**src/rtl/bit_8_alu.sv**
```systemverilog
// bit_8_alu: registered 8-bit ALU (AND/OR/XOR/ADD/SUB/pass A/pass B/NOT A).
// The result and carry/borrow are computed combinationally and captured on
// every rising clk edge; one-cycle latency, a new operation every cycle.
// Optional build macro BIT_8_ALU_STATUS_EN adds registered Zero and Ovf
// status outputs; without it the core behaviour is identical.
module bit_8_alu #(
   parameter int WIDTH = 8
) (
   input  logic             clk,
   input  logic             rst,
   input  logic [WIDTH-1:0] A,
   input  logic [WIDTH-1:0] B,
   input  logic [2:0]       ALU_Sel,
   input  logic             Cin,
   output logic [WIDTH-1:0] ALU_Out,
   output logic             Cout
`ifdef BIT_8_ALU_STATUS_EN
   ,
   output logic             Zero,
   output logic             Ovf
`endif
);

   typedef enum logic [2:0] {
      OP_AND  = 3'b000,
      OP_OR   = 3'b001,
      OP_XOR  = 3'b010,
      OP_ADD  = 3'b011,
      OP_SUB  = 3'b100,
      OP_PASA = 3'b101,
      OP_PASB = 3'b110,
      OP_NOTA = 3'b111
   } alu_op_t;

   alu_op_t          op;
   logic [WIDTH:0]   sum;
   logic [WIDTH:0]   diff;
   logic [WIDTH-1:0] res_next;
   logic             cout_next;

   assign op = alu_op_t'(ALU_Sel);

   // Bit WIDTH of the widened sum is the carry; of the widened difference it
   // is the borrow, since A - B - Cin < 0 wraps to a value with that bit set.
   assign sum  = {1'b0, A} + {1'b0, B} + {{WIDTH{1'b0}}, Cin};
   assign diff = {1'b0, A} - {1'b0, B} - {{WIDTH{1'b0}}, Cin};

   // Operation decode; every encoding is defined and Cin only feeds ADD/SUB.
   always_comb begin
      res_next  = '0;
      cout_next = 1'b0;
      case (op)
         OP_AND:  res_next = A & B;
         OP_OR:   res_next = A | B;
         OP_XOR:  res_next = A ^ B;
         OP_ADD: begin
            res_next  = sum[WIDTH-1:0];
            cout_next = sum[WIDTH];
         end
         OP_SUB: begin
            res_next  = diff[WIDTH-1:0];
            cout_next = diff[WIDTH];
         end
         OP_PASA: res_next = A;
         OP_PASB: res_next = B;
         OP_NOTA: res_next = ~A;
         default: res_next = '0;
      endcase
   end

   // Output registers; reset clears them immediately without a clock.
   always_ff @(posedge clk or posedge rst) begin
      if (rst) begin
         ALU_Out <= '0;
         Cout    <= 1'b0;
      end else begin
         ALU_Out <= res_next;
         Cout    <= cout_next;
      end
   end

`ifdef BIT_8_ALU_STATUS_EN
   logic ovf_next;

   // Signed overflow: ADD of like-signed operands, or SUB of unlike-signed
   // operands, whose result sign differs from A.
   always_comb begin
      ovf_next = 1'b0;
      case (op)
         OP_ADD:  ovf_next = (A[WIDTH-1] == B[WIDTH-1]) &&
                             (res_next[WIDTH-1] != A[WIDTH-1]);
         OP_SUB:  ovf_next = (A[WIDTH-1] != B[WIDTH-1]) &&
                             (res_next[WIDTH-1] != A[WIDTH-1]);
         default: ovf_next = 1'b0;
      endcase
   end

   // Status registers track the result register; a cleared result is zero.
   always_ff @(posedge clk or posedge rst) begin
      if (rst) begin
         Zero <= 1'b1;
         Ovf  <= 1'b0;
      end else begin
         Zero <= (res_next == '0);
         Ovf  <= ovf_next;
      end
   end
`endif

endmodule

```
**config.mk**
```make
export PLATFORM = sky130hd
export DESIGN_NAME = bit_8_alu
export DESIGN_NICKNAME = d
export VERILOG_FILES = /design/src/rtl/bit_8_alu.sv
export SDC_FILE = /design/constraint.sdc
export NUM_CORES = 1
export LEC_CHECK = 0
export CAP_MARGIN = 20
export CORE_MARGIN = 4
export CORE_UTILIZATION = 48
export CTS_CLUSTER_SIZE = 24
export DETAILED_ROUTE_END_ITERATION = 7
export HOLD_SLACK_MARGIN = 0.06
export PLACE_DENSITY = 0.81
export SETUP_SLACK_MARGIN = 0.2
export SKIP_CTS_REPAIR_TIMING = 1
export SYNTH_ARGS = -nofsm -noshare
export SYNTH_HDL_FRONTEND = slang
export SYNTH_SLANG_ARGS = --single-unit
```
**constraint.sdc**
```tcl
create_clock -name clk -period 0.8 [get_ports clk]
set_input_delay 0.12 -clock clk [delete_from_list [all_inputs] [get_ports clk]]
set_output_delay 0.12 -clock clk [all_outputs]
set_load 0.02 [all_outputs]
```
==> reports/metrics.json <==
{
  "grt_antenna_before_repair": 0,
  "cts.path.max_buffers": 2,
  "total_leakage_power_uw": 0.00138,
  "floorplan.initialDensity": 0.503,
  "grt_first_pass_wirelength_mm": 8.14,
  "floorplan.rows": 21,
  "cellPowerDensity_mw_per_mm2": 1130,
  "post_synth_instance_area_mm2": 0.00169,
  "die-width_um": 67.3,
  "violations": "negative setup slack",
  "maxCapViolCount": 0,
  "post-route-worst-setup-slack_ns": -1.26,
  "result_of_the_run": "finished, violations left",
  "gp_routability_congestion": 0.856,
  "via_count": 2216,
  "clock_sinks": 9,
  "io_buffers": 30,
  "drtAntennaViolNets": 0,
  "root_buffer": "clkbuf_4",
  "detailedPlacementHpwl_mm": 4.06,
  "hold_path.class": "input port to asynchronous set/reset pin",
  "finalHoldViolCount": 0,
  "worst_setup_hold_path_clk_slew_ns": 0.07,
  "synth.ff_latch_count": 9,
  "htreeDepth": 1,
  "die_area_mm2": 0.00454,
  "routedWlPerCell_um": 20.3,
  "floorplan.die.height_um": 67.3,
  "netlist.area_leader.share": 0.222,
  "tritoncts_clock_tree": "yes",
  "worst-slew-pin-transition_ns": 0.355,
  "pre_cts_slack_ns": -1.76,
  "pin_count_of_the_biggest_net_entering_global_routing": 22,
  "final_layout_size_suffix_gt1_frac": 0.419,
  "start_kind": "input port",
  "rsz_0062_raised_after_global_routing": "true",
  "antenna_cells_inserted": 0,
  "routed_wl_mm": 7.17,
  "share_of_synthesized_area_occupied_by_flip_flops_and_latches": 0.133,
  "report.power.total_uw": 3210,
  "finalWorstPathRequiredPeriod_ns": 2.06,
  "area_overhead_of_the_layout_relative_to_synthesis_pct": 68.5,
  "asyncSetResetFlopFracSynth": 1.00,
  "timing.critical_path.to_type": "register",
  "finalNetCount": 365,
  "globalRouteOverflowTotal": 0,
  "min_hold_slack_ns": 0.107,
  "final_min_period_over_clock_period": 2.57,
  "core_area_mm2": 0.00336,
  "first_global_vias": 1836,
  "postSynth.topFlopCell": "dfrtp_1",
  "syn_avg_cell_area_um2": 7.72,
  "fmax_mhz": 487,
  "crit_required_ns": 0.95,
  "critPathMaxFanout": 3,
  "viasPerCell": 6.26,
  "synthDistinctLibCells": 44,
  "groute.usage.overall": 0.229,
  "setup_viol_count_final": 18,
  "yosys.cell_count.top_type": "ha_1",
  "synth_enable_flop_cells": 0,
  "yosys_warnings": 0,
  "detail_route.first_pass.iterations": 6,
  "floorplan.io_pins": 31,
  "worst-endpoint-arrival_ns": 2.20,
  "report.final.slew_viol_count": 0,
  "relative_slew_margins": 0.763,
  "syn-num-nets": 275,
  "worst-setup-path-type": "input port to register",
  "drt-initial-drc-count": 307,
  "netlist_top_cells_area": "ha_1 22%, dfrtp_1 13%, inv_1 6.2%",
  "remaining_drc_errors": 0,
  "cts_inserted_buffers": 3,
  "post_synth_inst_count": 219,
  "yosys.area.top_type": "ha_1",
  "synth_common_cells": "30 x ha_1, 28 x inv_1, 21 x nor2_1",
  "vdd_ir_drop_max_v": 0.000456
}
-- per-stage QoR --
stage / setup TNS (ns) / cell area, µm² / util / cells
2_1_floorplan: -7.42 / 1760 / - / 219
3_3_place_gp: -15.83 / 2550 / 0.759 / 346
3_5_place_dp: -16.49 / 2550 / 0.759 / 346
4_1_cts: -16.66 / 2580 / 0.767 / 350
5_1_grt: -10.93 / 2850 / 0.847 / 354
6_report: -10.30 / 2850 / 0.847 / 354
-- worst max path at each step --
stage | startpoint | end | slack [ns] | depth (start not counted)
final | B[0] | ALU_Out[5] | -1.26 | 10
after global routing | B[0] | ALU_Out[5] | -1.29 | 10
after CTS | B[0] | Cout | -1.49 | 12
after detailed placement | B[0] | Cout | -1.76 | 12
after global placement | B[0] | ALU_Out[7] | -1.66 | 11
after floorplan | A[0] | ALU_Out[4] | -0.97 | 8
-- registers in the layout, summed over array words and instances (netlist names) --
name / cells
Cout: 1
ALU_Out: 8
-- cells by family (layout without fill, tap and decap cells) --
group	count (synthesis)	after routing	share of synthesized area
adders and majority gates	34	34	0.269
buffers and inverters	39	128	0.0918
and+or+nand+nor	53	53	0.147
AOI/OAI and AO/OA	68	68	0.272
xor gates and xnor gates	12	12	0.0622
muxes	4	4	0.0237
DFF	9	9	0.133
-- placed cells by master, fill, tap and decap left out, types with 3 or more instances in the layout --
cell	instances
o21ai_1	4
a31oi_1	7
nor2_1	21
nor3_1	5
dlymetal6s2s_1	10
xnor2_1	5
a21oi_2	4
dfrtp_1	9
o211ai_1	4
a211oi_2	3
inv_2	11
o22ai_1	3
mux2i_1	4
a21o_1	3
buf_4	60
nor3_2	3
fa_2	4
buf_12	3
ha_4	12
clkdlybuf4s50_1	8
ha_1	18
xor2_1	6
nand2_1	10
a21oi_1	16
clkbuf_4	3
buf_6	11
nand2b_1	3
inv_1	17
-- metal layers --
| layer | routed length [µm] | share of wire | GRT usage | vias to the layer above |
|---|---|---|---|---|
| met4 | 337 | 0.047 | 0.0734 | 0 |
| met3 | 640 | 0.089 | 0.0183 | 51 |
| met1 | 2810 | 0.39 | 0.279 | 1030 |
| met2 | 3390 | 0.47 | 0.423 | 188 |
| li1 | - | - | - | 947 |
| met5 | 0 | 0 | 0 | - |
-- report_power, final --
group	switching, µW	internal, µW	leakage [µW]
Clock	189	194	0.0000150
Combinational	1140	1140	0.00126
Sequential	33.8	519	0.000107
-- cell type report --
class	instances	area, µm²
Multi-Input combinational cell	171	1560
Timing Repair Buffer	95	865
Fill cell	176	515
Sequential cell	9	225
Inverter	29	111
Tap cell	46	57.6
Clock buffer	4	26.3
-- worst max-delay path: stages --
cell and delay, ns:
buf_8 0.10, buf_6 0.11, fa_2 0.39, buf_4 0.15, a211oi_2 0.36, o21ai_2 0.12
xnor2_1 0.23, o221a_1 0.29, a21boi_1 0.20, o22ai_1 0.13
No activity file was read; power rests on OpenSTA's default activity.
